[src/rtl/z_bp_pkg.sv]
// Shared encodings for the branch predictor: 2-bit counter states and their reset value.
package z_bp_pkg;

   typedef enum logic [1:0] {
      CntSnt = 2'b00,
      CntWnt = 2'b01,
      CntWt  = 2'b10,
      CntSt  = 2'b11
   } cnt_e;

   localparam cnt_e CntReset = CntWnt;

   // A counter predicts taken when its MSB is set.
   function automatic logic cnt_pred(input cnt_e c);
      return c[1];
   endfunction

endpackage

[src/rtl/z_sat_counter2.sv]
// Next-state function of a 2-bit saturating counter: up on taken, down on not-taken.
module z_sat_counter2
   import z_bp_pkg::*;
(
   input  cnt_e count,
   input  logic taken,
   output cnt_e next_count
);

   always_comb begin
      next_count = count;
      unique case (count)
         CntSnt: next_count = taken ? CntWnt : CntSnt;
         CntWnt: next_count = taken ? CntWt  : CntSnt;
         CntWt:  next_count = taken ? CntSt  : CntWnt;
         CntSt:  next_count = taken ? CntSt  : CntWt;
         default: next_count = count;
      endcase
   end

endmodule

[src/rtl/z_branch_pred_ctrl.sv]
// Bimodal branch predictor with an in-flight FIFO of {index, prediction} awaiting resolution.
// Define BP_GSHARE_EN to XOR a global outcome history into the lookup index.
module z_branch_pred_ctrl
   import z_bp_pkg::*;
#(
   parameter int unsigned IDX_W = 4,
   parameter int unsigned DEPTH = 4
) (
   input  logic                       clock,
   input  logic                       reset,
   input  logic                       lookup_valid,
   input  logic [31:0]                lookup_pc,
   output logic                       lookup_ready,
   output logic                       predict_taken,
   input  logic                       resolve_valid,
   input  logic                       resolve_taken,
   input  logic                       flush,
   output logic                       mispredict,
   output logic                       resolve_err,
   output logic [$clog2(DEPTH+1)-1:0] inflight_count
);

   localparam int unsigned Entries = 2 ** IDX_W;
   localparam int unsigned CntW    = $clog2(DEPTH + 1);
   localparam int unsigned PtrW    = (DEPTH > 1) ? $clog2(DEPTH) : 1;
   localparam logic [CntW-1:0] FullCount = CntW'(DEPTH);
   localparam logic [PtrW-1:0] LastPtr   = PtrW'(DEPTH - 1);

   typedef struct packed {
      logic [IDX_W-1:0] idx;
      logic             pred;
   } fifo_entry_t;

   cnt_e             cnt_q   [Entries];
   fifo_entry_t      fifo_q  [DEPTH];
   logic [PtrW-1:0]  rd_ptr_q, wr_ptr_q;
   logic [CntW-1:0]  count_q;
   logic             mis_q, err_q;

   logic [IDX_W-1:0] pc_idx, lookup_idx;
   logic             push, pop, empty;
   fifo_entry_t      head;
   cnt_e             head_cnt, head_next;

   logic unused_pc;
   assign unused_pc = ^{lookup_pc[31:IDX_W+2], lookup_pc[1:0]};

   assign pc_idx = lookup_pc[IDX_W+1:2];

`ifdef BP_GSHARE_EN
   logic [IDX_W-1:0] hist_q;
   logic [IDX_W:0]   hist_shift;

   assign hist_shift = {hist_q, resolve_taken};
   assign lookup_idx = pc_idx ^ hist_q;

   always_ff @(posedge clock or posedge reset) begin
      if (reset) begin
         hist_q <= '0;
      end else if (pop) begin
         hist_q <= hist_shift[IDX_W-1:0];
      end
   end
`else
   assign lookup_idx = pc_idx;
`endif

   assign empty          = (count_q == '0);
   assign lookup_ready   = (count_q != FullCount);
   assign predict_taken  = cnt_pred(cnt_q[lookup_idx]);
   assign inflight_count = count_q;
   assign mispredict     = mis_q;
   assign resolve_err    = err_q;

   // Readiness uses start-of-cycle occupancy, so a same-cycle pop never frees a slot early.
   assign push = lookup_valid && lookup_ready && !flush;
   assign pop  = resolve_valid && !empty;

   assign head     = fifo_q[rd_ptr_q];
   assign head_cnt = cnt_q[head.idx];

   z_sat_counter2 u_sat (
      .count      (head_cnt),
      .taken      (resolve_taken),
      .next_count (head_next)
   );

   function automatic logic [PtrW-1:0] ptr_inc(input logic [PtrW-1:0] p);
      return (p == LastPtr) ? '0 : p + PtrW'(1);
   endfunction

   always_ff @(posedge clock or posedge reset) begin
      if (reset) begin
         for (int i = 0; i < int'(Entries); i++) begin
            cnt_q[i] <= CntReset;
         end
      end else if (pop) begin
         cnt_q[head.idx] <= head_next;
      end
   end

   always_ff @(posedge clock or posedge reset) begin
      if (reset) begin
         for (int i = 0; i < int'(DEPTH); i++) begin
            fifo_q[i] <= '0;
         end
      end else if (push) begin
         fifo_q[wr_ptr_q] <= '{idx: lookup_idx, pred: predict_taken};
      end
   end

   always_ff @(posedge clock or posedge reset) begin
      if (reset) begin
         rd_ptr_q <= '0;
         wr_ptr_q <= '0;
         count_q  <= '0;
         mis_q    <= 1'b0;
         err_q    <= 1'b0;
      end else begin
         mis_q <= pop && (resolve_taken != head.pred);
         err_q <= resolve_valid && empty;
         if (flush) begin
            rd_ptr_q <= '0;
            wr_ptr_q <= '0;
            count_q  <= '0;
         end else begin
            if (push) wr_ptr_q <= ptr_inc(wr_ptr_q);
            if (pop)  rd_ptr_q <= ptr_inc(rd_ptr_q);
            if (push && !pop) begin
               count_q <= count_q + CntW'(1);
            end else if (pop && !push) begin
               count_q <= count_q - CntW'(1);
            end
         end
      end
   end

endmodule

[config.mk]
export PLATFORM = sky130hd
export DESIGN_NAME = z_branch_pred_ctrl
export DESIGN_NICKNAME = d
export VERILOG_FILES = /design/src/rtl/z_bp_pkg.sv /design/src/rtl/z_sat_counter2.sv /design/src/rtl/z_branch_pred_ctrl.sv
export SDC_FILE = /design/constraint.sdc
export NUM_CORES = 1
export LEC_CHECK = 0
export ABC_AREA = 1
export ABC_CLOCK_PERIOD_IN_PS = 2600
export BUFFER_PORTS_ARGS = -buffer_cell sky130_fd_sc_hd__buf_2
export CORE_MARGIN = 1
export CORE_UTILIZATION = 58
export DETAILED_ROUTE_END_ITERATION = 10
export HOLD_SLACK_MARGIN = 0.03
export PLACE_DENSITY = 0.85
export SLEW_MARGIN = 20
export SYNTH_ARGS = -nofsm -noshare
export SYNTH_HDL_FRONTEND = slang
export SYNTH_SLANG_ARGS = --single-unit
[constraint.sdc]
create_clock -name clock -period 2.6 [get_ports clock]
set_input_delay 0 -clock clock [delete_from_list [all_inputs] [get_ports clock]]
set_output_delay 0 -clock clock [all_outputs]
set_load 0.02 [all_outputs]
==> metrics.txt <==
CTS tree built; critical path class reg2reg; placed cell area approximately 3600 sq um; I/O Pins 45; count of cell types in the netlist 25; fmax between 400 and 500 MHz; Slew Limit Fails 0; post-route insts no fill slightly below 600; DR iter-0 viols 319; Clock Skew between 0.009 and 0.01 ns; Yosys warnings 0; Num CTS Buffers 9; DRC errors left 0; FF-to-FF path depth 13; DR WL/cell between 10 and 15 microns; sequential cell area about 1500 sq um; global route hottest layer met2; async set or reset register ratio after synthesis 1.00; gr ovfl total 0; CTS sink cnt roughly 60; antenna violations before repair 0; arrival time worst endpoint 2.68 ns; relative slew slack 0.549; fin nets roughly 540; CP Launch Type flip-flop; Core Footprint 5640 sq um; Worst-path clk slew 0.07 ns; hold crit path type in2reg; final hold vios 0; clock buffer depth 2; status finished clean; die area about 6300 sq um; most instantiated cells after synthesis 173 x nand2_1, 59 x inv_1, 54 x nand3_1, 45 x dfrtp_1, 45 x o21ai_0; Peak supply drop 0.000881 V; drt first pass iters 5; Layout Area Growth over Synthesis 11.7%; Vias ~3,200; syn_area_per_cell 7.34 sq um; Yosys top cell area share 0.324; root buffer cell clkbuf_8; Die Y between 70 and 80 microns; first-pass GRT wire length between 10,000 and 15,000 microns; RSZ-0062 raised after global routing no; critical path fanouts, max 26; synthesized area ~3500 sq um; Area contributors post-synth dfrtp_1 32%, nand2_1 19%, dfstp_2 12%, nand3_1 7.8%, o21ai_0 6.5%; Clk Latency, worst-skew pair 0.34 ns; Final min period ~2.5 ns; I/O Buffers 16; layout filler cell count roughly 470; CP required roughly 2.8 ns; ys flop type dfrtp_1; flops & latches, synth between 60 and 70; worst hold stages 4; Power Dens Cells approximately 1400 nW/um^2; CTS H-tree lvls 3; Routed Antenna Nets 0; HPWL Detailed 5820 microns; grt met2 use 0.466; Post-synth EDFFs 0; final setup vio count 0; DP Cell Count roughly 560; width of the die around 79 microns; GP Congestion roughly 0.88; crit end category flip-flop; dominant cell by count in the synthesized netlist nand2_1; syn_nets about 520; Final period util 0.946; final setup TNS 0 ns; Pleak between 0.0015 and 0.002 uW; largest net degree at the start of global routing 33; M3 GR Usage 0.0663; hold slack about 0.027 ns; Initial Utilization 0.617; met1 Use GR 0.372; Ant. Diodes 0; vias in the first global route between 3,000 and 4,000; layout cells sized above 1 0.143; area of the multi-input gates ~1600 sq um; Seq/Total Area, Yosys 0.445; Final Instance Area around 3900 sq um; post-synth top area cell dfrtp_1; Syn Inst Count 474; vias per inst 5.47; FP Rows 27; Max Cap Viol 0; GRT Total Usage 0.288; Detailed Route WL slightly above 8000 microns; Slew @ Worst Pin 0.676 ns
==> registers in the layout (all words and copies together), names as in the netlist <==
register and count:
mispredict 1, wr_ptr_q 2, cnt_q 32, resolve_err 1, inflight_count 3, fifo_q 20
rd_ptr_q 2
==> worst max-delay path: stages (launching register included) <==
cell     delay [ns]
dfrtp_1        0.55
inv_2          0.15
nand3_4        0.18
nand2_4        0.21
o21ai_0        0.32
nand2_1        0.11
nand2_1        0.08
nand2_1        0.05
nand2_1        0.08
inv_1          0.05
nand2_1        0.07
nand2_2        0.22
nand3_1        0.16
nand2_1        0.08
==> power by group <==
| part | switching [uW] | internal [uW] |
|---|---|---|
| Combinational | 2020 | 909 |
| Sequential | 245 | 1400 |
| Clock | 372 | 589 |
| Total | 2640 | 2900 |
==> cell usage in the layout (no fill, tap or decap), types with 5 or more instances in the layout <==
cell type	count
nand2_1	173
inv_1	58
nand3_1	54
o21ai_0	45
dfrtp_1	45
nor2_1	25
dfstp_2	16
buf_2	16
clkbuf_8	11
a21oi_1	10
nand2_2	8
ha_1	5
dlygate4sd3_1	5
==> logic make-up (layout without fill, tap and decap cells) <==
family          Yosys count  in the layout  share of synthesized area
compound gates           59             59                     0.0899
xor+xnor                  2              2                    0.00504
fa+ha+maj                 6              6                     0.0237
buf+inv                  74            105                     0.0982
flops                    61             61                      0.445
simple gates            272            272                      0.338
==> metal layers <==
layer | share of wire | vias up | wire length [microns]
li1 | - | 1542 | -
met1 | 0.44 | 1483 | 3610
met2 | 0.48 | 117 | 3860
met3 | 0.058 | 16 | 470
met4 | 0.022 | 0 | 177
met5 | 0 | - | 0
==> final timing paths <==
| kind | endpoint | start | slack [ns] |
|---|---|---|---|
| setup / recovery | cnt_q[3] | rd_ptr_q[1] | 0.14 |
| hold / removal | wr_ptr_q[1] | lookup_valid | 0.03 |
| setup reg to reg | cnt_q[3] | rd_ptr_q[1] | 0.14 |
| hold reg to reg | cnt_q[14] | cnt_q[14] | 0.47 |
| max in group asynchronous | cnt_q[28] | reset | 1.63 |
| min in group asynchronous | resolve_err | reset | 0.30 |
==> timing repair <==
item / 4_1_cts / 5_1_grt
setup buffers: 0 / 0
resized for setup: 0 / 0
hold endpoints to repair: 36 / 0
setup endpoints to repair: 0 / 0
hold buffers: 5 / 0
==> stage by stage <==
stage	utilization	setup slack (ns)	power [uW]
floorplan	-	0.647	3930
global route	0.689	0.0106	6020
finish	0.689	0.140	5530
global placement	0.640	0.344	4400
CTS	0.689	0.245	5500
detailed placement	0.640	0.266	4510
==> cell type report <==
| cell class | count | area share |
|---|---|---|
| timing repair buffer | 27 | 0.0515 |
| multi-input combinational | 339 | 0.409 |
| inverter | 62 | 0.0599 |
| clock buffer | 12 | 0.0399 |
| sequential | 61 | 0.398 |
| clock inverter | 4 | 0.0180 |
| tap | 72 | 0.0232 |
Power figures use the tool's default switching activity.
